$ cat config.mk
export PLATFORM = sky130hd
export DESIGN_NAME = store_bus_writer_flat
export DESIGN_NICKNAME = d
export VERILOG_FILES = /design/src/rtl/store_bus_writer_if.sv /design/src/rtl/store_bus_writer.sv /design/src/flat_wrapper.sv
export SDC_FILE = /design/constraint.sdc
export NUM_CORES = 1
export LEC_CHECK = 0
export CORE_MARGIN = 8
export CORE_UTILIZATION = 55
export CTS_CLUSTER_DIAMETER = 30
export DETAILED_ROUTE_END_ITERATION = 10
export DONT_BUFFER_PORTS = 1
export GPL_TIMING_DRIVEN = 1
export PLACE_DENSITY = 0.75
export SYNTH_ARGS = -nofsm -noshare
export SYNTH_HDL_FRONTEND = slang
export SYNTH_SLANG_ARGS = --single-unit
$ cat constraint.sdc
create_clock -name clk -period 7.4 [get_ports clk]
set_input_delay 1.85 -clock clk [delete_from_list [all_inputs] [get_ports clk]]
set_output_delay 1.85 -clock clk [all_outputs]
set_load 0.02 [all_outputs]
$ cat src/rtl/store_bus_writer_if.sv
// Bridge write bus between the M-stage store writer (master) and the bridge (slave).
interface store_bus_writer_if;
  logic        bus_we;
  logic [31:0] bus_addr;
  logic [3:0]  bus_byteen;
  logic [31:0] bus_wdata;
  logic        bus_ack;
  logic        bus_err;

  modport master (
    output bus_we, bus_addr, bus_byteen, bus_wdata, bus_err,
    input  bus_ack
  );

  modport slave (
    input  bus_we, bus_addr, bus_byteen, bus_wdata, bus_err,
    output bus_ack
  );
endinterface

$ cat src/rtl/store_bus_writer.sv
// M-stage store unit: AdES checking, byte-lane placement and a held bridge write with ack timeout.
// Optional macro STORE_BADVADDR_EN adds the bad_vaddr capture register for CP0 BadVAddr.
module store_bus_writer #(
  parameter int ACK_TIMEOUT = 16,
  parameter int TO_W        = 5
) (
  input  logic        clk,
  input  logic        reset,
  input  logic        req_valid,
  input  logic [1:0]  st_op,
  input  logic [31:0] A,
  input  logic [31:0] Din,
  input  logic        alu_ov,
  input  logic        flush,
  output logic        req_ready,
  output logic        exc_ades,
  store_bus_writer_if.master bus
`ifdef STORE_BADVADDR_EN
  ,
  output logic [31:0] bad_vaddr
`endif
);

  localparam logic [1:0]      OP_SW   = 2'b00;
  localparam logic [1:0]      OP_SH   = 2'b01;
  localparam logic [1:0]      OP_RSV  = 2'b11;
  localparam logic [TO_W-1:0] LP_LAST = TO_W'(ACK_TIMEOUT - 1);

  typedef enum logic {ST_IDLE, ST_WAIT} state_t;

  state_t          r_state, w_next;
  logic [TO_W-1:0] r_cnt;
  logic            r_we, r_err;
  logic [31:0]     r_addr, r_wdata;
  logic [3:0]      r_byteen;
  logic            w_req, w_bad, w_accept, w_last;

  function automatic logic f_ades(input logic [1:0] op, input logic [31:0] a, input logic ov);
    logic in_map, in_tmr, ro;
    in_map = (a <= 32'h0000_2fff) ||
             (a >= 32'h0000_7f00 && a <= 32'h0000_7f0b) ||
             (a >= 32'h0000_7f10 && a <= 32'h0000_7f1b) ||
             (a >= 32'h0000_7f20 && a <= 32'h0000_7f23);
    in_tmr = (a >= 32'h0000_7f00 && a <= 32'h0000_7f1b);
    ro     = (a >= 32'h0000_7f08 && a <= 32'h0000_7f0b) ||
             (a >= 32'h0000_7f18 && a <= 32'h0000_7f1b);
    return ov || !in_map || ro || (op == OP_SW && a[1:0] != 2'b00) ||
           (op == OP_SH && a[0]) || (op != OP_SW && in_tmr);
  endfunction

  function automatic logic [3:0] f_byteen(input logic [1:0] op, input logic [1:0] lo);
    case (op)
      OP_SW:   return 4'b1111;
      OP_SH:   return lo[1] ? 4'b1100 : 4'b0011;
      default: return 4'b0001 << lo;
    endcase
  endfunction

  function automatic logic [31:0] f_wdata(input logic [1:0] op, input logic [31:0] d);
    case (op)
      OP_SW:   return d;
      OP_SH:   return {d[15:0], d[15:0]};
      default: return {4{d[7:0]}};
    endcase
  endfunction

  assign w_req    = req_valid && (st_op != OP_RSV) && !flush;
  assign w_bad    = f_ades(st_op, A, alu_ov);
  assign w_accept = w_req && req_ready && !w_bad;
  assign w_last   = (r_cnt == LP_LAST);

  always_ff @(posedge clk or posedge reset) begin
    if (reset) r_state <= ST_IDLE;
    else       r_state <= w_next;
  end

  always_comb begin
    w_next = r_state;
    case (r_state)
      ST_IDLE: if (w_accept) w_next = ST_WAIT;
      ST_WAIT: if (bus.bus_ack || w_last) w_next = ST_IDLE;
      default: w_next = ST_IDLE;
    endcase
  end

  always_comb begin
    req_ready = (r_state == ST_IDLE);
    exc_ades  = w_req && req_ready && w_bad;
  end

  // Ack takes priority over the timeout when both land on the same edge.
  always_ff @(posedge clk or posedge reset) begin
    if (reset) begin
      r_cnt    <= '0;
      r_we     <= 1'b0;
      r_err    <= 1'b0;
      r_addr   <= '0;
      r_byteen <= '0;
      r_wdata  <= '0;
    end else begin
      r_err <= 1'b0;
      if (w_accept) begin
        r_we     <= 1'b1;
        r_cnt    <= '0;
        r_addr   <= {A[31:2], 2'b00};
        r_byteen <= f_byteen(st_op, A[1:0]);
        r_wdata  <= f_wdata(st_op, Din);
      end else if (r_state == ST_WAIT) begin
        if (bus.bus_ack) begin
          r_we     <= 1'b0;
          r_byteen <= '0;
        end else if (w_last) begin
          r_we  <= 1'b0;
          r_err <= 1'b1;
        end else begin
          r_cnt <= r_cnt + TO_W'(1);
        end
      end
    end
  end

  assign bus.bus_we     = r_we;
  assign bus.bus_addr   = r_addr;
  assign bus.bus_byteen = r_byteen;
  assign bus.bus_wdata  = r_wdata;
  assign bus.bus_err    = r_err;

`ifdef STORE_BADVADDR_EN
  logic [31:0] r_bad_vaddr;

  always_ff @(posedge clk or posedge reset) begin
    if (reset)         r_bad_vaddr <= '0;
    else if (exc_ades) r_bad_vaddr <= A;
  end

  assign bad_vaddr = r_bad_vaddr;
`endif

endmodule

$ cat src/flat_wrapper.sv
// flat-port wrapper written by rule: the top's interface ports become plain ports
module store_bus_writer_flat 
#(
  parameter int ACK_TIMEOUT = 16,
  parameter int TO_W        = 5
)
  (clk, reset, req_valid, st_op, A, Din, alu_ov, flush, req_ready, exc_ades, bus_bus_we, bus_bus_addr, bus_bus_byteen, bus_bus_wdata, bus_bus_err, bus_bus_ack);
  store_bus_writer_if bus_i ();
  input  logic clk;
  input  logic reset;
  input  logic req_valid;
  input  logic [1:0] st_op;
  input  logic [31:0] A;
  input  logic [31:0] Din;
  input  logic alu_ov;
  input  logic flush;
  output logic req_ready;
  output logic exc_ades;
  output wire logic [$bits(bus_i.bus_we)-1:0] bus_bus_we;
  output wire logic [$bits(bus_i.bus_addr)-1:0] bus_bus_addr;
  output wire logic [$bits(bus_i.bus_byteen)-1:0] bus_bus_byteen;
  output wire logic [$bits(bus_i.bus_wdata)-1:0] bus_bus_wdata;
  output wire logic [$bits(bus_i.bus_err)-1:0] bus_bus_err;
  input wire logic [$bits(bus_i.bus_ack)-1:0] bus_bus_ack;
  assign bus_bus_we = bus_i.bus_we;
  assign bus_bus_addr = bus_i.bus_addr;
  assign bus_bus_byteen = bus_i.bus_byteen;
  assign bus_bus_wdata = bus_i.bus_wdata;
  assign bus_bus_err = bus_i.bus_err;
  assign bus_i.bus_ack = bus_bus_ack;
  store_bus_writer #(.ACK_TIMEOUT(ACK_TIMEOUT), .TO_W(TO_W)) u_core (.clk(clk), .reset(reset), .req_valid(req_valid), .st_op(st_op), .A(A), .Din(Din), .alu_ov(alu_ov), .flush(flush), .req_ready(req_ready), .exc_ades(exc_ades), .bus(bus_i));
endmodule
After elaboration in Yosys (flattened, before gate mapping)
Index checks and enable logic that the tools add are counted.

storage, ports and cells
  output and inout port bits = 72
  word-level logic and storage cells = 81
  input port bits = 72
  register bits after elaboration = 74

cells by class
  shifts and indexed selects = 1
  muxes and demuxes = 21
  reductions and logical operators = 36
  add/subtract/negate cells = 1
  equality and inequality tests = 5
  bitwise logic cells = 1
  order comparisons = 9

operator list
  kind                                                              number
  >= comparator 32 x 15 -> 1 bit, second input constant             5
  less-or-equal comparator 32 x 15 -> 1 bit, second input constant  3
  case mux 32 bit (2 select lines)                                  1
  less-or-equal comparator 32 x 14 -> 1 bit, second input constant  1
  two-way mux 5 bit                                                 4
  two-way mux 4 bit                                                 4
  logical AND 1 bit                                                 14
  logical OR 1 bit                                                  10
  two-way mux 1 bit                                                 10
  case mux 4 bit (2 select lines)                                   1
  nonzero test 2 bit                                                4
  adder 5 x 1 -> 5 bit, second input constant                       1
  equality test 5 x 4 -> 1 bit, second input constant               1
  != test 2 x 1 -> 1 bit, second input constant                     2
  AND reduction 2 bit                                               2
  << shifter 1 x 2 -> 4 bit, first input constant                   1
  logical NOT 1 bit                                                 3
  AND reduction 3 bit                                               1
  nonzero test 3 bit                                                1
  equality test 2 x 1 -> 1 bit, second input constant               1
  logical NOT 2 bit                                                 1
  != test 2 bit, second input constant                              1
  case mux 1 bit (2 select lines)                                   1
  NOT 1 bit                                                         1

Depth between registers and ports, before layout
  depth after elaboration = 15
  mapped depth = 7
  gate-level depth less buffers = 7

Worst setup path before layout
OpenSTA, ideal clock, no wires.

  kind = input to output
  start = in A[1]
  end = out exc_ades
  path buffers = 0
  data arrival time = 2.746 ns
  setup slack = 2.804 ns
  required time = 5.550 ns
  stages on the path = 5
  cells stage by stage = and3_1 -> a311oi_1 -> o41a_1 -> nor3_1 -> nor2_1

on the way
  longest elaborated chain between the ends = 12
  elaborated cells between the ends (all ways) = 29
  those cells by class = order compare: 9; reduce/logical: 20

ends and longest elaborated chain
  element                                                                                      RTL line                                                                RTL
  start, declared                                                                              flat_wrapper.sv:13                                                      input logic [31:0] A;
  >= comparator 32 x 15 -> 1 bit or less-or-equal comparator 32 x 15 -> 1 bit (tied branches)  store_bus_writer.sv:41, store_bus_writer.sv:44, store_bus_writer.sv:45
  logical AND 1 bit                                                                            store_bus_writer.sv:41                                                  (a >= 32'h0000_7f00 && a <= 32'h0000_7f0b) ||
  logical OR 1 bit                                                                             store_bus_writer.sv:40                                                  in_map = (a <= 32'h0000_2fff) ||
  logical OR 1 bit                                                                             store_bus_writer.sv:41
  logical OR 1 bit                                                                             store_bus_writer.sv:42                                                  (a >= 32'h0000_7f10 && a <= 32'h0000_7f1b) ||
  logical NOT 1 bit                                                                            store_bus_writer.sv:47                                                  return ov || !in_map || ro || (op == OP_SW && a[1:0] != 2'b00) ||
  logical OR 1 bit (4 in series)                                                               store_bus_writer.sv:47
  logical OR 1 bit (*)                                                                         store_bus_writer.sv:48                                                  (op == OP_SH && a[0]) || (op != OP_SW && in_tmr);
  logical AND 1 bit (*)                                                                        store_bus_writer.sv:88                                                  exc_ades = w_req && req_ready && w_bad;
  end, declared                                                                                flat_wrapper.sv:18                                                      output logic exc_ades;

Every way passes the cells marked *; elsewhere a longest branch is shown, timed or not.

Worst setup path after layout
Same ends and word-level chain as after synthesis.

==> results.toml <==
[status]
status = "finished clean"

[power_and_ir_drop]
ir_worst_vdd_mv = 0.1425
powerDensity_nw_per_um2 = 218.2
leakagePower_nw = 2.019

[critical_path]
crit_slowest_cell = "nor2_1"
worstSetupPathType = "input pin to output pin"
critPathCaptureType = "output pin"
start_kind = "input pin"
path_delay_family = "simple AND/OR/NAND/NOR gates"
worstPathArrival_ns = 2.89
path_cells = "and3_1 -> a311oi_1 -> o41a_1 -> nor3_1 -> nor2_1"
path_buf_inv = 0
r2r_end = "u_core.bus.bus_wdata[22]$_DFFE_PP0P_"
r2r_setup_slack_ns = 5.17
r2r-start = "u_core.r_state$_DFF_PP0_"
critPathMaxStageDelay_ns = 0.33
cp_max_fo = 7
reg2reg_depth = 4
crit_required_ns = 5.55

[floorplan]
dieArea_um2 = 9306
die_w_um = 96.47
die_h_um = 96.47
ios = 144
initial_core_util_pct = 56.40
placementRows = 29
fp.coreArea_um2 = 6314

[yosys]
synth.distinct_cells = 37
ys_ff_latch = 74
synthMuxAreaShare_pct = 24.88
synth_xor_area_share_pct = 0.7379
synth_fa_ha_area_share_pct = 0.7027
syn_area_per_cell_um2 = 12.81
seq_area_frac_synth_pct = 52.00
synthSimpleGateAreaFrac_pct = 10.58
ys_warn_count = 0
synth-compound-area-share_pct = 5.587
netlist_instances = 278
synth_top_family_by_area = "multiplexers"
syn_area_um2 = 3561

[cells_and_area]
final_core_util_pct = 59.75
drive_above_1_share_pct = 25.98
fillers = 498
syn2layout_area_growth_pct = 5.938
nets = 351
n_antenna_cell = 0
fin_cells = 358

[min_path]
min_path_type = "register to register"
min-delay-start = "u_core.r_cnt[4]$_DFFE_PP0P_"
holdPathEnd = "u_core.r_cnt[4]$_DFFE_PP0P_"
holdPathStages = 1

[drt]
drc = 0
vias = 2034
drtIter0Drc = 137
drt-wirelength-per-cell_um = 22.07
finalWirelength_um = 7901
vias_per_cell = 5.682
drt_first_pass_iters = 4
ant_nets = 0

[timing]
hold_viol_final = 0
setup_ws_ns = 2.656
hold_ws_ns = 0.5310
finalCritPeriodShare_pct = 64.11
finalClockSkew_ns = 0.008813
max_slew_margin_pct = 27.67
fin_setup_tns_ns = 0
worst_slew_pin_slew_ns = 1.085
fmax_mhz = 210.8
rsz0062_at_grt = "false"
setup_viol = 0
fin_crit_ns = 4.744
slew_violations = 0

[clock_tree]
cts_tree = "yes"
post-cts-setup-buffers = 0
cts_buffers = 9
cts_buffer_depth = 2
cts_resized = 0
ctsRootBufferMaster = "clkbuf_8"
cts_sinks = 74
hold_buffers = 0
clk_pin_slew_worst_paths_ns = 0.07
clkLatencyLatePin_ns = 0.35
htreeDepth = 3

[global_route]
grt_max_degree = 75
overflow = 0
grt_pass1_vias = 2225
antenna_found_initial = 0
grt_use_total_pct = 16.77
grt_pass1_wl_um = 11810

[place]
dp_hpwl_um = 5720
preCtsSetupSlack_ns = 2.647
gp_congestion = 0.7615
dp_cells = 343
portBuffers = 0

[flow_run]
drv_cap = 0
layout by cell type (no fill, tap or decap), types with 5 or more instances in the layout:
cell type	count
dfrtp_1	74
mux2_4	42
nand2_1	24
and2_1	22
o21ai_0	21
inv_1	13
mux2i_1	12
mux2_2	12
clkbuf_8	10
nor2_1	6
nor3_1	5
kinds of logic (layout without fill, tap and decap cells):
family,count (synthesis),count (layout)
other cells,1,2
buf+inv,28,30
fa+ha+maj,2,2
compound gates,32,32
flops,74,74
xor+xnor,3,3
simple gates,72,72
mux,66,66
how the worst max path moves through the flow:
stage | cells after the start | slack (ns) | startpoint | endpoint
2_1_floorplan | 5 | 2.80 | A[1] | exc_ades
3_3_place_gp | 5 | 2.73 | A[1] | exc_ades
3_5_place_dp | 5 | 2.65 | A[1] | exc_ades
4_1_cts | 5 | 2.65 | A[1] | exc_ades
5_1_grt | 5 | 2.54 | A[1] | exc_ades
6_report | 5 | 2.66 | A[1] | exc_ades
flip-flops by register name, indices dropped and copies added, names as in the netlist:
register / cells
u_core.bus.bus_addr: 30
u_core.bus.bus_byteen: 4
u_core.bus.bus_err: 1
u_core.bus.bus_wdata: 32
u_core.bus.bus_we: 1
u_core.r_cnt: 5
u_core.r_state: 1
synth_stat cells:
cell        n  area share [%]
buf_6       2            0.63
a21oi_1     2            0.28
and2_1     22             3.9
dfrtp_1    74              52
clkbuf_1    5            0.53
o2111ai_1   1            0.25
or4_1       1            0.21
ha_1        2            0.70
nand4bb_1   1            0.32
inv_1      14             1.5
nor3b_1     1            0.21
o21ai_0    21             3.0
a2bb2oi_1   2            0.49
nand2b_1    1            0.18
xnor2_1     2            0.49
mux2_2     12             3.8
mux2_4     42              18
xor2_1      1            0.25
a211o_1     1            0.25
nand3_1     2            0.28
nor3_1      5            0.70
o211a_1     1            0.28
buf_1       1            0.11
and3_1      3            0.53
mux2i_1    12             3.4
nand2_1    24             2.5
conb_1      1            0.11
nor2_1      6            0.63
nand4b_1    1            0.25
nor4_1      3            0.53
o41a_1      1            0.32
nand4_1     2            0.35
o221ai_1    1            0.25
buf_4       2            0.42
buf_12      4             2.2
a311oi_1    1            0.25
a21bo_2     1            0.28
final cells by class:
class	count	area, um2	share of cell area, %
Tap cell	77	96.34	2.554
Timing Repair Buffer	1	7.507	0.1990
Inverter	14	52.55	1.393
Sequential cell	74	1852	49.09
Multi-Input combinational cell	177	1524	40.40
Clock buffer	10	137.6	3.648
Clock inverter	5	102.6	2.720
layer usage:
layer	routed length, um	GRT usage (%)	vias up	share of wire [%]
met5	0	0	-	0
met3	957	7.883	8	12
met2	3743	25.59	89	47
met4	99	5.675	0	1.3
li1	-	-	951	-
met1	3100	20.47	986	39
power by group:
part           internal [W]  leakage [nW]  switching (W)  total [W]
combinational     0.0000168         0.872      0.0000215  0.0000383
clock              0.000231         0.118       0.000145   0.000376
sequential         0.000407          1.03     0.00000205   0.000409
total              0.000654          2.02       0.000169   0.000823
stage by stage:
stage / cell area (um2) / power (W)
finish: 3772 / 0.0008231
global route: 3772 / 0.0008548
CTS: 3772 / 0.0008322
detailed placement: 3532 / 0.0004556
global placement: 3532 / 0.0004541
floorplan: 3565 / 0.0004510
Power figures use the tool's default switching activity.
